==> src/rtl/alu_pkg.sv <==
// Shared ALU definitions: data width, multiplier defaults and issue FSM encodings.
// No logic; constants and types only.
// Consumed by mul_issue and mul_latency_ctr.
package alu_pkg;

  localparam int DATA_WIDTH      = 32;
  localparam int DEF_TAG_WIDTH   = 5;
  localparam int DEF_MUL_LATENCY = 1;

  typedef enum logic [1:0] {
    MUL_IDLE = 2'd0,
    MUL_BUSY = 2'd1,
    MUL_DONE = 2'd2
  } mul_state_t;

  // Width needed to count 0..lat without wrapping.
  function automatic int mul_ctr_width(input int lat);
    return $clog2(lat + 1);
  endfunction

endpackage

==> src/rtl/mul_latency_ctr.sv <==
// Counts multiplier cycles; done is high on the cycle the count reaches MUL_LATENCY-1 while running.
// Latency: done is combinational from the registered count and run.
// Backpressure: none; clear wins over run, and the count saturates instead of wrapping.
module mul_latency_ctr
  import alu_pkg::*;
#(
  parameter int MUL_LATENCY = DEF_MUL_LATENCY
) (
  input  logic clock,
  input  logic reset_n,
  input  logic clear,
  input  logic run,
  output logic done
);

  localparam int              CW   = mul_ctr_width(MUL_LATENCY);
  localparam logic [CW-1:0]   LAST = CW'(MUL_LATENCY - 1);
  localparam logic [CW-1:0]   MAX  = CW'(MUL_LATENCY);

  logic [CW-1:0] count;

  // Restart on a new operation, otherwise advance while the multiplier runs, holding at MAX.
  always_ff @(posedge clock) begin
    if (!reset_n) begin
      count <= '0;
    end else if (clear) begin
      count <= '0;
    end else if (run && (count != MAX)) begin
      count <= count + CW'(1);
    end
  end

  assign done = run && (count == LAST);

endmodule

==> src/rtl/mul_issue.sv <==
// Issues one multiply at a time: captures operands, drives the multiplier, holds the result for writeback.
// Latency: input handshake at edge N gives out_valid after edge N+MUL_LATENCY; one op in flight.
// Backpressure: in_ready low while busy or while a result waits on out_ready; MUL_ISSUE_TAG_EN carries the tag.
module mul_issue
  import alu_pkg::*;
#(
  parameter int MUL_LATENCY = DEF_MUL_LATENCY,
  parameter int TAG_WIDTH   = DEF_TAG_WIDTH
) (
  input  logic                  clock,
  input  logic                  reset_n,
  input  logic                  flush,
  input  logic                  in_valid,
  output logic                  in_ready,
  input  logic [DATA_WIDTH-1:0] in_op1,
  input  logic [DATA_WIDTH-1:0] in_op2,
  input  logic [TAG_WIDTH-1:0]  in_tag,
  output logic                  mul_enable,
  output logic [DATA_WIDTH-1:0] mul_op1,
  output logic [DATA_WIDTH-1:0] mul_op2,
  input  logic [DATA_WIDTH-1:0] mul_result,
  output logic                  out_valid,
  input  logic                  out_ready,
  output logic [DATA_WIDTH-1:0] out_result,
  output logic [TAG_WIDTH-1:0]  out_tag
);

  if (MUL_LATENCY < 1) begin : g_bad_latency
    $error("mul_issue: MUL_LATENCY must be at least 1");
  end

  mul_state_t state;
  logic       in_fire;
  logic       ctr_run;
  logic       ctr_done;

  // Ready when idle, or when the held result leaves this cycle; never during reset or flush.
  assign in_ready = reset_n && !flush &&
                    ((state == MUL_IDLE) || ((state == MUL_DONE) && out_ready));
  assign in_fire  = in_valid && in_ready;
  assign ctr_run  = (state == MUL_BUSY) && !flush;

  mul_latency_ctr #(
    .MUL_LATENCY(MUL_LATENCY)
  ) u_ctr (
    .clock  (clock),
    .reset_n(reset_n),
    .clear  (in_fire),
    .run    (ctr_run),
    .done   (ctr_done)
  );

  // Issue FSM with registered multiplier and writeback outputs; reset beats flush beats handshakes.
  always_ff @(posedge clock) begin
    if (!reset_n) begin
      state      <= MUL_IDLE;
      mul_enable <= 1'b0;
      mul_op1    <= '0;
      mul_op2    <= '0;
      out_valid  <= 1'b0;
      out_result <= '0;
    end else if (flush) begin
      state      <= MUL_IDLE;
      mul_enable <= 1'b0;
      out_valid  <= 1'b0;
    end else begin
      case (state)
        MUL_IDLE: begin
          if (in_fire) begin
            mul_op1    <= in_op1;
            mul_op2    <= in_op2;
            mul_enable <= 1'b1;
            state      <= MUL_BUSY;
          end
        end
        MUL_BUSY: begin
          if (ctr_done) begin
            out_result <= mul_result;
            out_valid  <= 1'b1;
            mul_enable <= 1'b0;
            state      <= MUL_DONE;
          end
        end
        MUL_DONE: begin
          if (out_ready) begin
            out_valid <= 1'b0;
            if (in_fire) begin
              mul_op1    <= in_op1;
              mul_op2    <= in_op2;
              mul_enable <= 1'b1;
              state      <= MUL_BUSY;
            end else begin
              state <= MUL_IDLE;
            end
          end
        end
        default: begin
          state      <= MUL_IDLE;
          mul_enable <= 1'b0;
          out_valid  <= 1'b0;
        end
      endcase
    end
  end

`ifdef MUL_ISSUE_TAG_EN
  logic [TAG_WIDTH-1:0] tag_q;

  // The tag rides with the operands and only changes when a new operation is accepted.
  always_ff @(posedge clock) begin
    if (!reset_n) begin
      tag_q <= '0;
    end else if (in_fire) begin
      tag_q <= in_tag;
    end
  end

  assign out_tag = tag_q;
`else
  logic unused_tag;
  assign unused_tag = ^in_tag;
  assign out_tag    = '0;
`endif

endmodule

==> config.mk <==
export PLATFORM = sky130hd
export DESIGN_NAME = mul_issue
export DESIGN_NICKNAME = d
export VERILOG_FILES = /design/src/rtl/alu_pkg.sv /design/src/rtl/mul_latency_ctr.sv /design/src/rtl/mul_issue.sv
export SDC_FILE = /design/constraint.sdc
export NUM_CORES = 1
export LEC_CHECK = 0
export CAP_MARGIN = 20
export CORE_ASPECT_RATIO = 1.75
export CORE_MARGIN = 2
export CORE_UTILIZATION = 35
export CTS_CLUSTER_DIAMETER = 200
export DETAILED_ROUTE_END_ITERATION = 10
export GPL_TIMING_DRIVEN = 0
export PLACE_DENSITY = 0.76
export REMOVE_ABC_BUFFERS = 1
export SLEW_MARGIN = 20
export SYNTH_ARGS = -nofsm -noshare
export SYNTH_HDL_FRONTEND = slang
export SYNTH_SLANG_ARGS = --single-unit
==> constraint.sdc <==
create_clock -name clock -period 3.6 [get_ports clock]
set_input_delay 0.36 -clock clock [delete_from_list [all_inputs] [get_ports clock]]
set_output_delay 0.36 -clock clock [all_outputs]
set_load 0.01 [all_outputs]
==> reports/metrics.yaml <==
synth_enable_flop_cells: 0
slew-limit-headroom_pct: 31.0
drtIter0Drc: 110
hold_class: "flop to flop"
antennaDiodeCount: 0
end_kind: "output port"
critPathLaunchType: "input pin"
period_share_pct: 73.9
io_pins: 210
cts_buffer_depth: 2
layout-drive-gt1-share_pct: 11.8
io_buffers: 199
status: "complete, no violations"
setup_ws_ns: 0.938
final_util_pct: 55.5
fmaxAchievable_mhz: 376
yosysMostFrequentCell: "dfxtp_1"
num_rows: 52
htree_levels: 3
tightest_slew_ns: 1.03
routedWlPerCell_um: 15.4
pre_cts_ws_ns: 0.594
final_cells: 771
cts-resized-gates: 0
cp_max_fo: 67
synth_area_leaders: "dfxtp_1, o21ai_2, nand4_1, nand2_1, o21ai_0"
grt_max_degree: 75
grt_setup_unrepaired: "no"
vias: 3978
antenna_left: 0
clk_pin_slew_ns: 0.06
hold_viol: 0
regToRegEndpoint: "mul_op2[30]"
r2r_setup_slack_ns: 1.08
dr.pass1.iters: 4
postCtsSetupRepairBufs: 0
fillCellCount: 1040
grt_antenna_before_repair: 0
yosysWarnings: 0
grt_pass1_wl_um: 19000
cap_violations: 0
cts_tree: "built"
routabilityCongestion: 0.749
netlist_instances: 465
overflow: 0
fp.dieW_um: 85.4
crit_required_ns: 3.24
setup_viol: 0
start_util_pct: 35.5
grt_pass1_vias: 3863
path_class: "input pin to output port"
ys_seq_area_share_pct: 49.8
synth_area_per_cell_um2: 8.74
drt_wl_total_um: 11900
r2r-start: "state[1]"
viasPerCell: 5.16
ff2ff_path_depth: 3
worstHoldEndpoint: "out_result[15]"
numCtsBuffers: 9
slew_violations: 0
synth_common_cells: "dfxtp_1, nand2_1, nand4_1"
chipHeight_um: 147
synth_area_mm2: 0.00406
max-vdd-ir-drop_v: 0.000287
cts-root-buf: "clkbuf_16"
ys.flop_type: "dfxtp_1"
fin_tns_setup_ns: 0
critical_path_arrival_ns: 2.30
dp_hpwl_um: 8340
hold_start: "out_result[15]"
finClkSkew_ns: 0.0102
ctsHoldBuffers: 0
cellLeakagePower_uw: 0.00220
hold_path_depth: 2
clock-sinks: 101
period_minus_slack_ns: 2.66
placedCellCount: 755
yosysTopAreaCell: "dfxtp_1"
synth_top_area_share_pct: 49.8
nNetsFinal: 737
area_delta_synth_final_pct: 56.4
p_per_area_mw_per_mm2: 409
dieArea_mm2: 0.0125
synth_cell_types: 24
drc: 0
async_flop_share_pct: 0
grt_use_total_pct: 18.7
whs_ns: 0.449
ys_seq_elements: 101
clk-insertion-delay-late_ns: 0.34
core-area_mm2: 0.0115
==> state kept, by name, indices dropped and copies added (netlist names) <==
signal	flops
out_valid	1
mul_op2	32
out_result	32
mul_enable	1
mul_op1	32
u_ctr.count	1
state	2
==> layout make-up <==
type                       instances  area [µm²]  share of cell area (%)
clock buffer                      11         233                    3.66
clock inverter                     5        83.8                    1.32
inverter                           1        3.75                  0.0591
multi-input combinational        313        1750                    27.6
sequential                       101        2020                    31.8
tap                              135         169                    2.66
timing repair buffer             205        2090                    32.9
==> worst max-delay path, cell delays in order <==
cell and delay, ns:
clkdlybuf4s50_1 0.50, nand2b_4 0.61, nor3b_1 0.25, clkdlybuf4s50_1 0.58
==> placed cells by master (no fill, tap or decap), types with 2 or more instances in the layout <==
master           instances
a21oi_1                  3
buf_12                   2
buf_6                    3
bufinv_16                2
clkbuf_1                 2
clkbuf_16                9
clkdlybuf4s50_1        198
clkinvlp_4               2
conb_1                   5
dfxtp_1                101
nand2_1                 97
nand3_1                 33
nand4_1                 64
nor2_1                   4
nor3b_1                  2
o21ai_0                 38
o21ai_1                 11
o21ai_2                 49
==> per-stage QoR <==
stage | total power, µW | area, µm²
2_1_floorplan | 1330 | 3770
3_3_place_gp | 1590 | 5930
3_5_place_dp | 1610 | 6040
4_1_cts | 2630 | 6350
5_1_grt | 2710 | 6350
6_report | 2600 | 6350
==> report_power, final <==
group          switching [µW]  internal (µW)
Clock                     403            612
Sequential               27.0           1170
Combinational             166            220
==> layer usage <==
| layer | vias to the layer above | GRT usage [%] | wire [µm] | share of wire [%] |
|---|---|---|---|---|
| li1 | 1969 | - | - | - |
| met1 | 1831 | 20.0 | 4440 | 37 |
| met2 | 158 | 33.9 | 6370 | 54 |
| met3 | 20 | 4.58 | 761 | 6.4 |
| met5 | - | 0 | 0 | 0 |
| met4 | 0 | 8.02 | 290 | 2.4 |
==> worst max path at each step <==
stage          startpoint          end  slack, ns  cells after the start
2_1_floorplan   out_ready   mul_op1[0]       0.77                      3
3_3_place_gp      reset_n   mul_op1[9]      -3.91                      4
3_5_place_dp      reset_n  mul_op2[31]       0.59                      5
4_1_cts         out_ready     in_ready       0.91                      4
5_1_grt           reset_n   mul_op1[2]       0.75                      5
6_report        out_ready     in_ready       0.94                      4
==> kinds of logic (layout without fill, tap and decap cells) <==
kind of cell | after synthesis | after routing | synth area share (%)
AO/OA/AOI/OAI | 103 | 103 | 17.4
buffers and inverters | 55 | 222 | 7.73
flip-flops | 101 | 101 | 49.8
other | 1 | 5 | 0.0923
AND/OR/NAND/NOR | 205 | 205 | 25.0
Note: power is estimated with default switching activity, not from simulation.
